<file path="config.mk">
export PLATFORM = sky130hd
export DESIGN_NAME = redmule_tcdm_lane_splitter
export DESIGN_NICKNAME = d
export VERILOG_FILES = /design/src/rtl/redmule_pkg.sv /design/src/rtl/redmule_lane_rsp_fifo.sv /design/src/rtl/redmule_tcdm_lane_splitter.sv
export SDC_FILE = /design/constraint.sdc
export NUM_CORES = 1
export LEC_CHECK = 0
export BUFFER_PORTS_ARGS = -buffer_cell sky130_fd_sc_hd__clkbuf_2
export CAP_MARGIN = 30
export CORE_AREA = 4 4 552 554
export CTS_BUF_LIST = sky130_fd_sc_hd__clkbuf_8
export CTS_CLUSTER_SIZE = 10
export DETAILED_ROUTE_END_ITERATION = 16
export DIE_AREA = 0 0 556 558
export HOLD_SLACK_MARGIN = 0.03
export SLEW_MARGIN = 20
export SYNTH_ARGS = -nofsm -noshare
export SYNTH_HDL_FRONTEND = slang
export SYNTH_SLANG_ARGS = --single-unit
</file>
<file path="constraint.sdc">
create_clock -name clk_i -period 5.85 [get_ports clk_i]
set_input_delay 1.17 -clock clk_i [delete_from_list [all_inputs] [get_ports clk_i]]
set_output_delay 1.17 -clock clk_i [all_outputs]
set_load 0.02 [all_outputs]
</file>
<file path="src/rtl/redmule_pkg.sv">
// Shared lane geometry and splitter state encoding for the RedMulE TCDM lane splitter.
package redmule_pkg;
  localparam int LANE_DW  = 32;
  localparam int LANE_BEW = 4;

  typedef enum logic {
    IDLE    = 1'b0,
    PARTIAL = 1'b1
  } lane_split_state_e;
endpackage

</file>
<file path="src/rtl/redmule_lane_rsp_fifo.sv">
// Per-lane synchronous response FIFO; holds lane read data until every lane of a wide response is present.
module redmule_lane_rsp_fifo
  import redmule_pkg::*;
#(
  parameter int Depth = 2
) (
  input  logic               clk_i,
  input  logic               rst_i,
  input  logic               push_i,
  input  logic               pop_i,
  input  logic [LANE_DW-1:0] data_i,
  output logic [LANE_DW-1:0] data_o,
  output logic               empty_o,
  output logic               full_o
);
  localparam int PW = (Depth > 1) ? $clog2(Depth) : 1;
  localparam int CW = $clog2(Depth + 1);
  localparam logic [PW-1:0] LAST_PTR = PW'(Depth - 1);
  localparam logic [CW-1:0] FULL_CNT = CW'(Depth);

  logic [LANE_DW-1:0] mem [Depth];
  logic [PW-1:0]      wr_ptr, rd_ptr;
  logic [CW-1:0]      cnt;
  logic               do_push, do_pop;

  assign empty_o = (cnt == '0);
  assign full_o  = (cnt == FULL_CNT);
  assign do_pop  = pop_i & ~empty_o;
  // A full FIFO may still accept a push in the same cycle it is popped.
  assign do_push = push_i & (~full_o | do_pop);
  assign data_o  = mem[rd_ptr];

  always_ff @(posedge clk_i) begin
    if (rst_i) begin
      wr_ptr <= '0;
      rd_ptr <= '0;
      cnt    <= '0;
    end else begin
      if (do_push) wr_ptr <= (wr_ptr == LAST_PTR) ? '0 : wr_ptr + PW'(1);
      if (do_pop)  rd_ptr <= (rd_ptr == LAST_PTR) ? '0 : rd_ptr + PW'(1);
      case ({do_push, do_pop})
        2'b10:   cnt <= cnt + CW'(1);
        2'b01:   cnt <= cnt - CW'(1);
        default: cnt <= cnt;
      endcase
    end
  end

  always_ff @(posedge clk_i) begin
    if (do_push) mem[wr_ptr] <= data_i;
  end
endmodule

</file>
<file path="src/rtl/redmule_tcdm_lane_splitter.sv">
// Splits a wide RedMulE TCDM request into independent 32b lanes and reassembles the lane responses.
// Optional perf counters are built when REDMULE_LANE_SPLIT_PERF_EN is defined.
module redmule_tcdm_lane_splitter
  import redmule_pkg::*;
#(
  parameter int NumLanes   = 8,
  parameter int AddrWidth  = 32,
  parameter int LaneStride = 4,
  parameter int RspDepth   = 2
) (
  input  logic                            clk_i,
  input  logic                            rst_i,
  input  logic                            wide_req_i,
  output logic                            wide_gnt_o,
  input  logic [AddrWidth-1:0]            wide_add_i,
  input  logic                            wide_wen_i,
  input  logic [LANE_BEW*NumLanes-1:0]    wide_be_i,
  input  logic [LANE_DW*NumLanes-1:0]     wide_data_i,
  output logic                            wide_r_valid_o,
  output logic [LANE_DW*NumLanes-1:0]     wide_r_data_o,
  output logic [NumLanes-1:0]             lane_req_o,
  input  logic [NumLanes-1:0]             lane_gnt_i,
  output logic [NumLanes*AddrWidth-1:0]   lane_add_o,
  output logic [NumLanes-1:0]             lane_wen_o,
  output logic [NumLanes*LANE_BEW-1:0]    lane_be_o,
  output logic [NumLanes*LANE_DW-1:0]     lane_data_o,
  input  logic [NumLanes-1:0]             lane_r_valid_i,
  input  logic [NumLanes*LANE_DW-1:0]     lane_r_data_i
`ifdef REDMULE_LANE_SPLIT_PERF_EN
  ,
  output logic [31:0]                     perf_partial_o,
  output logic [31:0]                     perf_txn_o
`endif
);
  localparam int CW = $clog2(RspDepth + 1);
  localparam logic [CW-1:0] CREDIT_MAX = CW'(RspDepth);

  lane_split_state_e          state_q;
  logic [NumLanes-1:0]        granted_q, lane_req, gnt_eff, gnt_all;
  logic [CW-1:0]              credit_q;
  logic                       can_issue, first_gnt, rst_d_q;
  logic [NumLanes-1:0]        push, avail, empty, full, fifo_push, fifo_pop;
  logic                       pop_all;
  logic [NumLanes*LANE_DW-1:0] rsp_cat, rsp_data_p1;
  logic                       vld_p1;

  assign can_issue  = (state_q == PARTIAL) || (credit_q < CREDIT_MAX);
  assign lane_req   = rst_i ? '0 : ({NumLanes{wide_req_i & can_issue}} & ~granted_q);
  assign lane_req_o = lane_req;
  assign gnt_eff    = lane_gnt_i & lane_req;
  assign gnt_all    = granted_q | gnt_eff;
  assign wide_gnt_o = ~rst_i & wide_req_i & can_issue & (&gnt_all);
  assign first_gnt  = (state_q == IDLE) && (|gnt_eff);

  assign lane_wen_o  = {NumLanes{wide_wen_i}};
  assign lane_be_o   = wide_be_i;
  assign lane_data_o = wide_data_i;

  for (genvar i = 0; i < NumLanes; i++) begin : g_lane
    assign lane_add_o[i*AddrWidth +: AddrWidth] = wide_add_i + AddrWidth'(i * LaneStride);

    // Responses landing during reset or the cycle after belong to a discarded transaction.
    assign push[i]      = lane_r_valid_i[i] & ~rst_i & ~rst_d_q;
    assign avail[i]     = ~empty[i] | push[i];
    assign fifo_push[i] = push[i] & ~(empty[i] & pop_all);
    assign fifo_pop[i]  = pop_all & ~empty[i];

    logic [LANE_DW-1:0] fifo_dout;

    redmule_lane_rsp_fifo #(
      .Depth (RspDepth)
    ) i_rsp_fifo (
      .clk_i   (clk_i),
      .rst_i   (rst_i),
      .push_i  (fifo_push[i]),
      .pop_i   (fifo_pop[i]),
      .data_i  (lane_r_data_i[i*LANE_DW +: LANE_DW]),
      .data_o  (fifo_dout),
      .empty_o (empty[i]),
      .full_o  (full[i])
    );

    assign rsp_cat[i*LANE_DW +: LANE_DW] = empty[i] ? lane_r_data_i[i*LANE_DW +: LANE_DW] : fifo_dout;
  end

  assign pop_all = &avail;

  always_ff @(posedge clk_i) begin
    if (rst_i) begin
      state_q   <= IDLE;
      granted_q <= '0;
    end else begin
      case (state_q)
        IDLE: begin
          if ((|gnt_eff) && !(&gnt_eff)) begin
            granted_q <= gnt_eff;
            state_q   <= PARTIAL;
          end
        end
        PARTIAL: begin
          if (&gnt_all) begin
            granted_q <= '0;
            state_q   <= IDLE;
          end else begin
            granted_q <= gnt_all;
          end
        end
        default: begin
          granted_q <= '0;
          state_q   <= IDLE;
        end
      endcase
    end
  end

  always_ff @(posedge clk_i) begin
    if (rst_i) begin
      credit_q <= '0;
    end else begin
      case ({first_gnt, vld_p1})
        2'b10:   credit_q <= credit_q + CW'(1);
        2'b01:   credit_q <= credit_q - CW'(1);
        default: credit_q <= credit_q;
      endcase
    end
  end

  always_ff @(posedge clk_i) begin
    rst_d_q <= rst_i;
  end

  always_ff @(posedge clk_i) begin
    if (!rst_i) begin
      assert (!(|(fifo_push & full & ~fifo_pop)))
        else $error("lane response FIFO overflow");
    end
  end

  // p1: registered wide response
  always_ff @(posedge clk_i) begin
    if (rst_i) vld_p1 <= 1'b0;
    else       vld_p1 <= pop_all;
  end

  always_ff @(posedge clk_i) begin
    if (pop_all) rsp_data_p1 <= rsp_cat;
  end

  assign wide_r_valid_o = vld_p1;
  assign wide_r_data_o  = rsp_data_p1;

`ifdef REDMULE_LANE_SPLIT_PERF_EN
  logic [31:0] perf_partial_q, perf_txn_q;

  always_ff @(posedge clk_i) begin
    if (rst_i) begin
      perf_partial_q <= '0;
      perf_txn_q     <= '0;
    end else begin
      if (state_q == PARTIAL) perf_partial_q <= perf_partial_q + 32'd1;
      if (vld_p1)             perf_txn_q     <= perf_txn_q + 32'd1;
    end
  end

  assign perf_partial_o = perf_partial_q;
  assign perf_txn_o     = perf_txn_q;
`endif
endmodule

</file>
==> results of run 1 <==
==> per-layer routing <==
metal / GRT usage [%] / vias to the layer above / wire length, um
li1: - / 10900 / -
met1: 9.39 / 11800 / 53100
met2: 21.9 / 1740 / 101000
met3: 8.12 / 359 / 29900
met4: 6.23 / 18 / 11700
met5: 1.00 / - / 430
==> synth_stat cells, drive strengths merged <==
master and instances:
o22ai 4, xnor2 106, nor4 14, nand4b 1
o311ai 3, edfxtp 768, inv 29, a211oi 7
nand3 42, mux2i 260, o32ai 5, nand2b 8
ha 15, nand4 12, and4 2, nor2b 5
o21ai 14, a31oi 11, or2 13, a2111oi 2
a21oi 273, and2 13, nand2 85, clkbuf 100
o21a 1, a221oi 2, a2bb2oi 1, o2111ai 2
o211ai 1, or3 10, nor2 405, dfxtp 53
and3 7, or4 1, buf 404, nor3 44
o21bai 8, nor4bb 3, xor2 114, a211o 7
==> logic make-up (layout without fill, tap and decap cells) <==
family	after synthesis	count (layout)
other	0	4
XOR/XNOR	220	220
adder cells (fa/ha/maj)	15	15
AO/OA/AOI/OAI	341	341
AND/OR/NAND/NOR	665	665
buffers and inverters	533	1152
flip-flops	821	821
multiplexers	260	260
==> cell usage in the layout, fill, tap and decap left out, drive strengths merged, types with 3 or more instances in the layout <==
cell type  synthesis  layout
clkbuf           100     953
nand2b             8       8
a211oi             7       7
nor3              44      44
edfxtp           768     768
a31oi             11      11
or2               13      13
nor4bb             3       3
bufinv             0       7
a211o              7       7
ha                15      15
clkinvlp           0       8
or3               10      10
and2              13      13
nand2             85      85
o21ai             14      14
nor2             405     405
nand3             42      42
o32ai              5       5
a21oi            273     273
inv               29      60
clkinv             0      49
xnor2            106     106
diode              0       4
buf              404      75
nand4             12      12
o22ai              4       4
o311ai             3       3
dfxtp             53      53
xor2             114     114
nor2b              5       5
nor4              14      14
and3               7       7
mux2i            260     260
o21bai             8       8
==> how the worst max path moves through the flow <==
stage | startpoint | to | slack, ns | cells after the start
after CTS | wide_add_i[9] | lane_add_o[57] | 0.45 | 9
final | wide_add_i[5] | lane_add_o[82] | 0.47 | 9
after detailed placement | wide_add_i[9] | lane_add_o[57] | 0.47 | 9
after floorplan | lane_r_valid_i[6] | g_lane[1].i_rsp_fifo.cnt[1] | 1.07 | 9
after global routing | wide_add_i[9] | lane_add_o[57] | 0.45 | 9
after global placement | wide_add_i[9] | lane_add_o[57] | 0.40 | 9
==> report_power, final <==
part | total, mW | switching, mW | internal [mW]
clock | 5.01 | 2.41 | 2.61
sequential | 6.58 | 0.0385 | 6.55
combinational | 1.14 | 0.801 | 0.341
==> metrics by stage <==
stage / std cells / cell area (sq um) / setup WS (ns)
after floorplan: 2855 / 37000 / 1.07
after global placement: 7186 / 43400 / 0.402
after detailed placement: 7193 / 43600 / 0.466
after CTS: 7432 / 46200 / 0.446
final: 7436 / 46200 / 0.466
after global routing: 7435 / 46200 / 0.448
==> sequential cells by signal, summed over array words and instances, names as in the netlist, named ones only <==
name / flops
g_lane.i_rsp_fifo.cnt: 16
g_lane.i_rsp_fifo.rd_ptr: 8
state_q: 1
g_lane.i_rsp_fifo.wr_ptr: 8
credit_q: 2
wide_r_valid_o: 1
wide_r_data_o: 256
granted_q: 8
g_lane.i_rsp_fifo.mem: 512
rst_d_q: 1
==> worst max-delay path, cell delays in order <==
cell and delay (ns):
clkbuf_2 0.37, ha_1 0.47, nand3_1 0.20, nor2_1 0.32
nand2_1 0.26, nor2_1 0.40, nand2_1 0.29, xnor2_1 0.46
clkbuf_2 0.26
==> layout make-up <==
cell class	instances	area, sq um
multi-input cells	1501	9630
fillers	33300	253000
repair buffers	884	4770
inverters	29	116
clock buffers	144	1980
flip-flops and latches	821	24100
diodes	4	10.0
well taps	3958	4950
clock inverters	95	609
==> impl_metrics.tcl, run 1 <==
set metrics [dict create \
    synth-xor-area-share_pct 5.20 \
    hold_class "reg2reg" \
    area.growth.synth_to_final_pct 24.7 \
    grt_pass1_vias 25200 \
    vias 24900 \
    yosys_warnings 0 \
    synth_seq_area_share_pct 65.1 \
    yosys.area.top_type "edfxtp_1" \
    path_class "in2out" \
    worst_pin_slew_ns 0.932 \
    syn_area_per_cell_sq_um 13.0 \
    grt_usage_pct 12.0 \
    core_sq_um 300000 \
    postCtsHoldBufs 0 \
    synth-compound-area-share_pct 5.03 \
    rows 201 \
    io_buffers 810 \
    drtIter0Drc 1815 \
    power.density_nw_per_um2 276 \
    ys_ff_latch 821 \
    synth_fa_ha_area_share_pct 0.507 \
    status "finished clean" \
    post_cts_buffers 0 \
    tritoncts "built" \
    synth_top_family_by_area "buffers and inverters" \
    io-pin-count 1414 \
    r2r_cells 7 \
    clk_pin_slew_ns 0.05 \
    ant_nets 0 \
    cap_violations 0 \
    p_total_mw 12.7 \
    timing.rr.start "g_lane[3].i_rsp_fifo.cnt[0]" \
    cts_sinks 821 \
    min_from "credit_q[1]" \
    hold_depth 2 \
    initial_core_util_pct 12.4 \
    fin_skew_ns 0.118 \
    grt_overflow 0 \
    required_ns 4.68 \
    fin_crit_ns 5.38 \
    firstDrtPassIters 6 \
    clock_latency_ns 0.86 \
    fmax_mhz 186 \
    power.leakage_nw 15.7 \
    drive_gt1_share_pct 32.2 \
    hpwlAfterDp_mm 163 \
    r2r-end "g_lane[4].i_rsp_fifo.mem[1][28]" \
    ys_types 54 \
    antenna_found_initial 43 \
    setup_viol 0 \
    grt_pass1_wl_mm 249 \
    synthMuxAreaShare_pct 7.03 \
    syn_area_sq_um 37000 \
    finalCritPeriodShare_pct 92.0 \
    hold_violations 0 \
    final_util_pct 15.4 \
    grt_max_degree 79 \
    synth_fp_nets 3466 \
    post_drt_wl_per_cell_um 26.3 \
    synthTopCellsByArea "edfxtp_1 62%, buf_4 7.3%, mux2i_1 7.0%, nor2_1 4.1%, a21oi_1 3.7%" \
    die-area_sq_um 310000 \
    post-route-drc-count 0 \
    ir_drop_mv 0.134 \
    cts_buffers 143 \
    synthSimpleGateAreaFrac_pct 7.94 \
    cts_buffer_depth 4 \
    die_w_um 556 \
    drt-total-wl_mm 196 \
    synthCells 2855 \
    drv_slew 0 \
    worstPathMaxFanout 15 \
    hold_path_end "credit_q[1]" \
    tns_ns 0 \
    hold_ws_ns 0.497 \
    rsz0062_at_grt "false" \
    maxSlewHeadroom_pct 37.4 \
    die_y_um 558 \
    end_kind "output port" \
    cts.repair.resized 0 \
    nNetsFinal 3991 \
    cp-start-kind "input pin" \
    h-tree-depth 4 \
    cts_root_buffer "clkbuf_8" \
    arrival_ns 4.21 \
    drt-vias-per-instance 3.34 \
    r2r_slack_ns 2.43 \
    yosysTopAreaCellShare_pct 62.3 \
    place_congestion 0.917 \
]
Power figures use the tool's default switching activity.
==> inputs of run 2 (changes only) <==
--- a/config.mk
+++ b/config.mk
@@ -7,13 +7,14 @@
 export LEC_CHECK = 0
 export BUFFER_PORTS_ARGS = -buffer_cell sky130_fd_sc_hd__clkbuf_2
 export CAP_MARGIN = 30
-export CORE_AREA = 4 4 552 554
+export CORE_AREA = 10 10 548 550
 export CTS_BUF_LIST = sky130_fd_sc_hd__clkbuf_8
 export CTS_CLUSTER_SIZE = 10
 export DETAILED_ROUTE_END_ITERATION = 16
-export DIE_AREA = 0 0 556 558
+export DIE_AREA = 0 0 558 560
 export HOLD_SLACK_MARGIN = 0.03
-export SLEW_MARGIN = 20
+export SLEW_MARGIN = 10
 export SYNTH_ARGS = -nofsm -noshare
 export SYNTH_HDL_FRONTEND = slang
+export SYNTH_HIERARCHICAL = 1
 export SYNTH_SLANG_ARGS = --single-unit
==> run 2 against run 1 <==
  * Maximum frequency increased by 4.7%
  * Utilization increased by 0.84 points
  * Synthesized cell count decreased by 11%
  * Via count decreased by 5.7%
  * Flip-flop and latch count unchanged
  * Final area increased by 1.9%
  * Worst setup slack improved by 0.24 ns
==> impl_metrics.tcl, run 2 <==
set metrics [dict create \
    status "finished clean" \
    core_sq_um 290000 \
    grt_max_degree 125 \
    hold_depth 2 \
    postCtsHoldBufs 0 \
    r2r-end "g_lane[4].i_rsp_fifo/mem[0][18]" \
    required_ns 4.68 \
    syn_area_per_cell_sq_um 14.9 \
    cts_buffer_depth 4 \
    ir_drop_mv 0.206 \
    initial_core_util_pct 13.1 \
    cap_violations 0 \
    io-pin-count 1414 \
    fillerInstances 31900 \
    fin_area_sq_um 47100 \
    cp-start-kind "input pin" \
    pre_cts_ws_ns 0.219 \
    hold_violations 0 \
    nNetsFinal 3742 \
    regMostFlops "g_lane.i_rsp_fifo/mem" \
    yosys_warnings 6 \
    rows 198 \
    crit_start "wide_add_i[3]" \
    synthCells 2554 \
    drv_slew 0 \
    worst_pin_slew_ns 0.899 \
    end_kind "output port" \
    drtIter0Drc 1526 \
    die-area_sq_um 312000 \
    tritoncts "built" \
    arrival_ns 3.97 \
    setup_viol 0 \
    hpwlAfterDp_mm 140 \
    post_cts_buffers 0 \
    fin_skew_ns 0.0751 \
    firstDrtPassIters 6 \
    path_class "in2out" \
    drt-vias-per-instance 3.32 \
    tns_ns 0 \
    hold_path_end "credit_q[1]" \
    synth_fp_nets 3160 \
    setup_slack_ns 0.708 \
    h-tree-depth 4 \
    clk_pin_slew_ns 0.06 \
    fmax_mhz 194 \
    hold_ws_ns 0.496 \
    ant_nets 0 \
    cts_root_buffer "clkbuf_8" \
    place_congestion 0.855 \
    cts_sinks 821 \
    grt_pass1_wl_mm 222 \
    grt_pass1_vias 24100 \
    syn_area_sq_um 38000 \
    hold_class "reg2reg" \
    worstPathMaxFanout 9 \
    mostFrequentLayoutCells "809 x clkbuf_2, 768 x edfxtp_1, 496 x mux2_2" \
    post-route-drc-count 0 \
    area.growth.synth_to_final_pct 24.0 \
    io_buffers 810 \
    clock_latency_ns 0.85 \
    drive_gt1_share_pct 50.8 \
    grt_overflow 0 \
    cts_buffers 148 \
    multi_input_area_sq_um 10700 \
    antenna_found_initial 98 \
    seq_area_sq_um 24100 \
    finalCritPeriodShare_pct 87.9 \
    grt_usage_pct 10.4 \
    timing.rr.start "g_lane[3].i_rsp_fifo/cnt[1]" \
    die_w_um 558 \
    rsz0062_at_grt "false" \
    layout_commonest_cell "clkbuf_2" \
    power.leakage_nw 16.4 \
    placed_cell_area_sq_um 44500 \
    post_drt_wl_per_cell_um 24.3 \
    cts.repair.resized 0 \
    fin_crit_ns 5.14 \
    maxSlewHeadroom_pct 40.0 \
    die_y_um 560 \
    r2r_cells 10 \
    r2r_slack_ns 1.92 \
    largest_reg_flops 512 \
    vias 23400 \
    min_from "credit_q[1]" \
    drt-total-wl_mm 172 \
    power.density_nw_per_um2 266 \
]
## run 2: worst max path at each step
stage / to / slack, ns
floorplan: g_lane[0].i_rsp_fifo/mem[0][0] / 0.07
global placement: lane_add_o[213] / 0.12
detailed placement: g_lane[4].i_rsp_fifo/mem[0][4] / 0.22
CTS: lane_add_o[241] / 0.73
global route: lane_add_o[241] / 0.63
finish: lane_add_o[241] / 0.71
## run 2: metal layers
layer / global-route usage [%] / part of all wire [%] / vias up
met5: 0.818 / 0.43 / -
met4: 3.53 / 3.7 / 76
met3: 5.48 / 13 / 409
met2: 16.0 / 44 / 1463
met1: 12.2 / 40 / 11400
li1: - / - / 10100
## run 2: stage by stage
| step | utilization, % | total power [mW] | std cells |
|---|---|---|---|
| after global placement | 15.3 | 7.76 | 6784 |
| after CTS | 16.2 | 12.8 | 7037 |
| final | 16.3 | 12.5 | 7053 |
| after detailed placement | 15.4 | 7.79 | 6786 |
| after global routing | 16.3 | 13.1 | 7040 |
| after floorplan | - | 7.58 | 2554 |
## run 2: worst max-delay path, cell delays in order
cell      delay, ns
clkbuf_2       0.33
inv_1          0.23
ha_1           0.25
buf_4          0.15
a21boi_0       0.17
or2_2          0.58
nor2_1         0.37
nand2_1        0.17
nor2_1         0.16
xor2_1         0.17
clkbuf_2       0.19
## run 2: area by class of cell
cell class / instances / area share, %
Antenna cell: 16 / 0.0850
Clock buffer: 150 / 4.38
Clock inverter: 101 / 1.11
Inverter: 20 / 0.186
Multi-Input combinational cell: 1249 / 22.6
Sequential cell: 821 / 51.2
Tap cell: 3800 / 10.1
Timing Repair Buffer: 896 / 10.3
## run 2: report_power, final
group          switching [mW]  internal (mW)  total (mW)
logic                   0.674          0.413        1.09
registers              0.0286           6.52        6.55
clock network            2.38           2.51        4.89
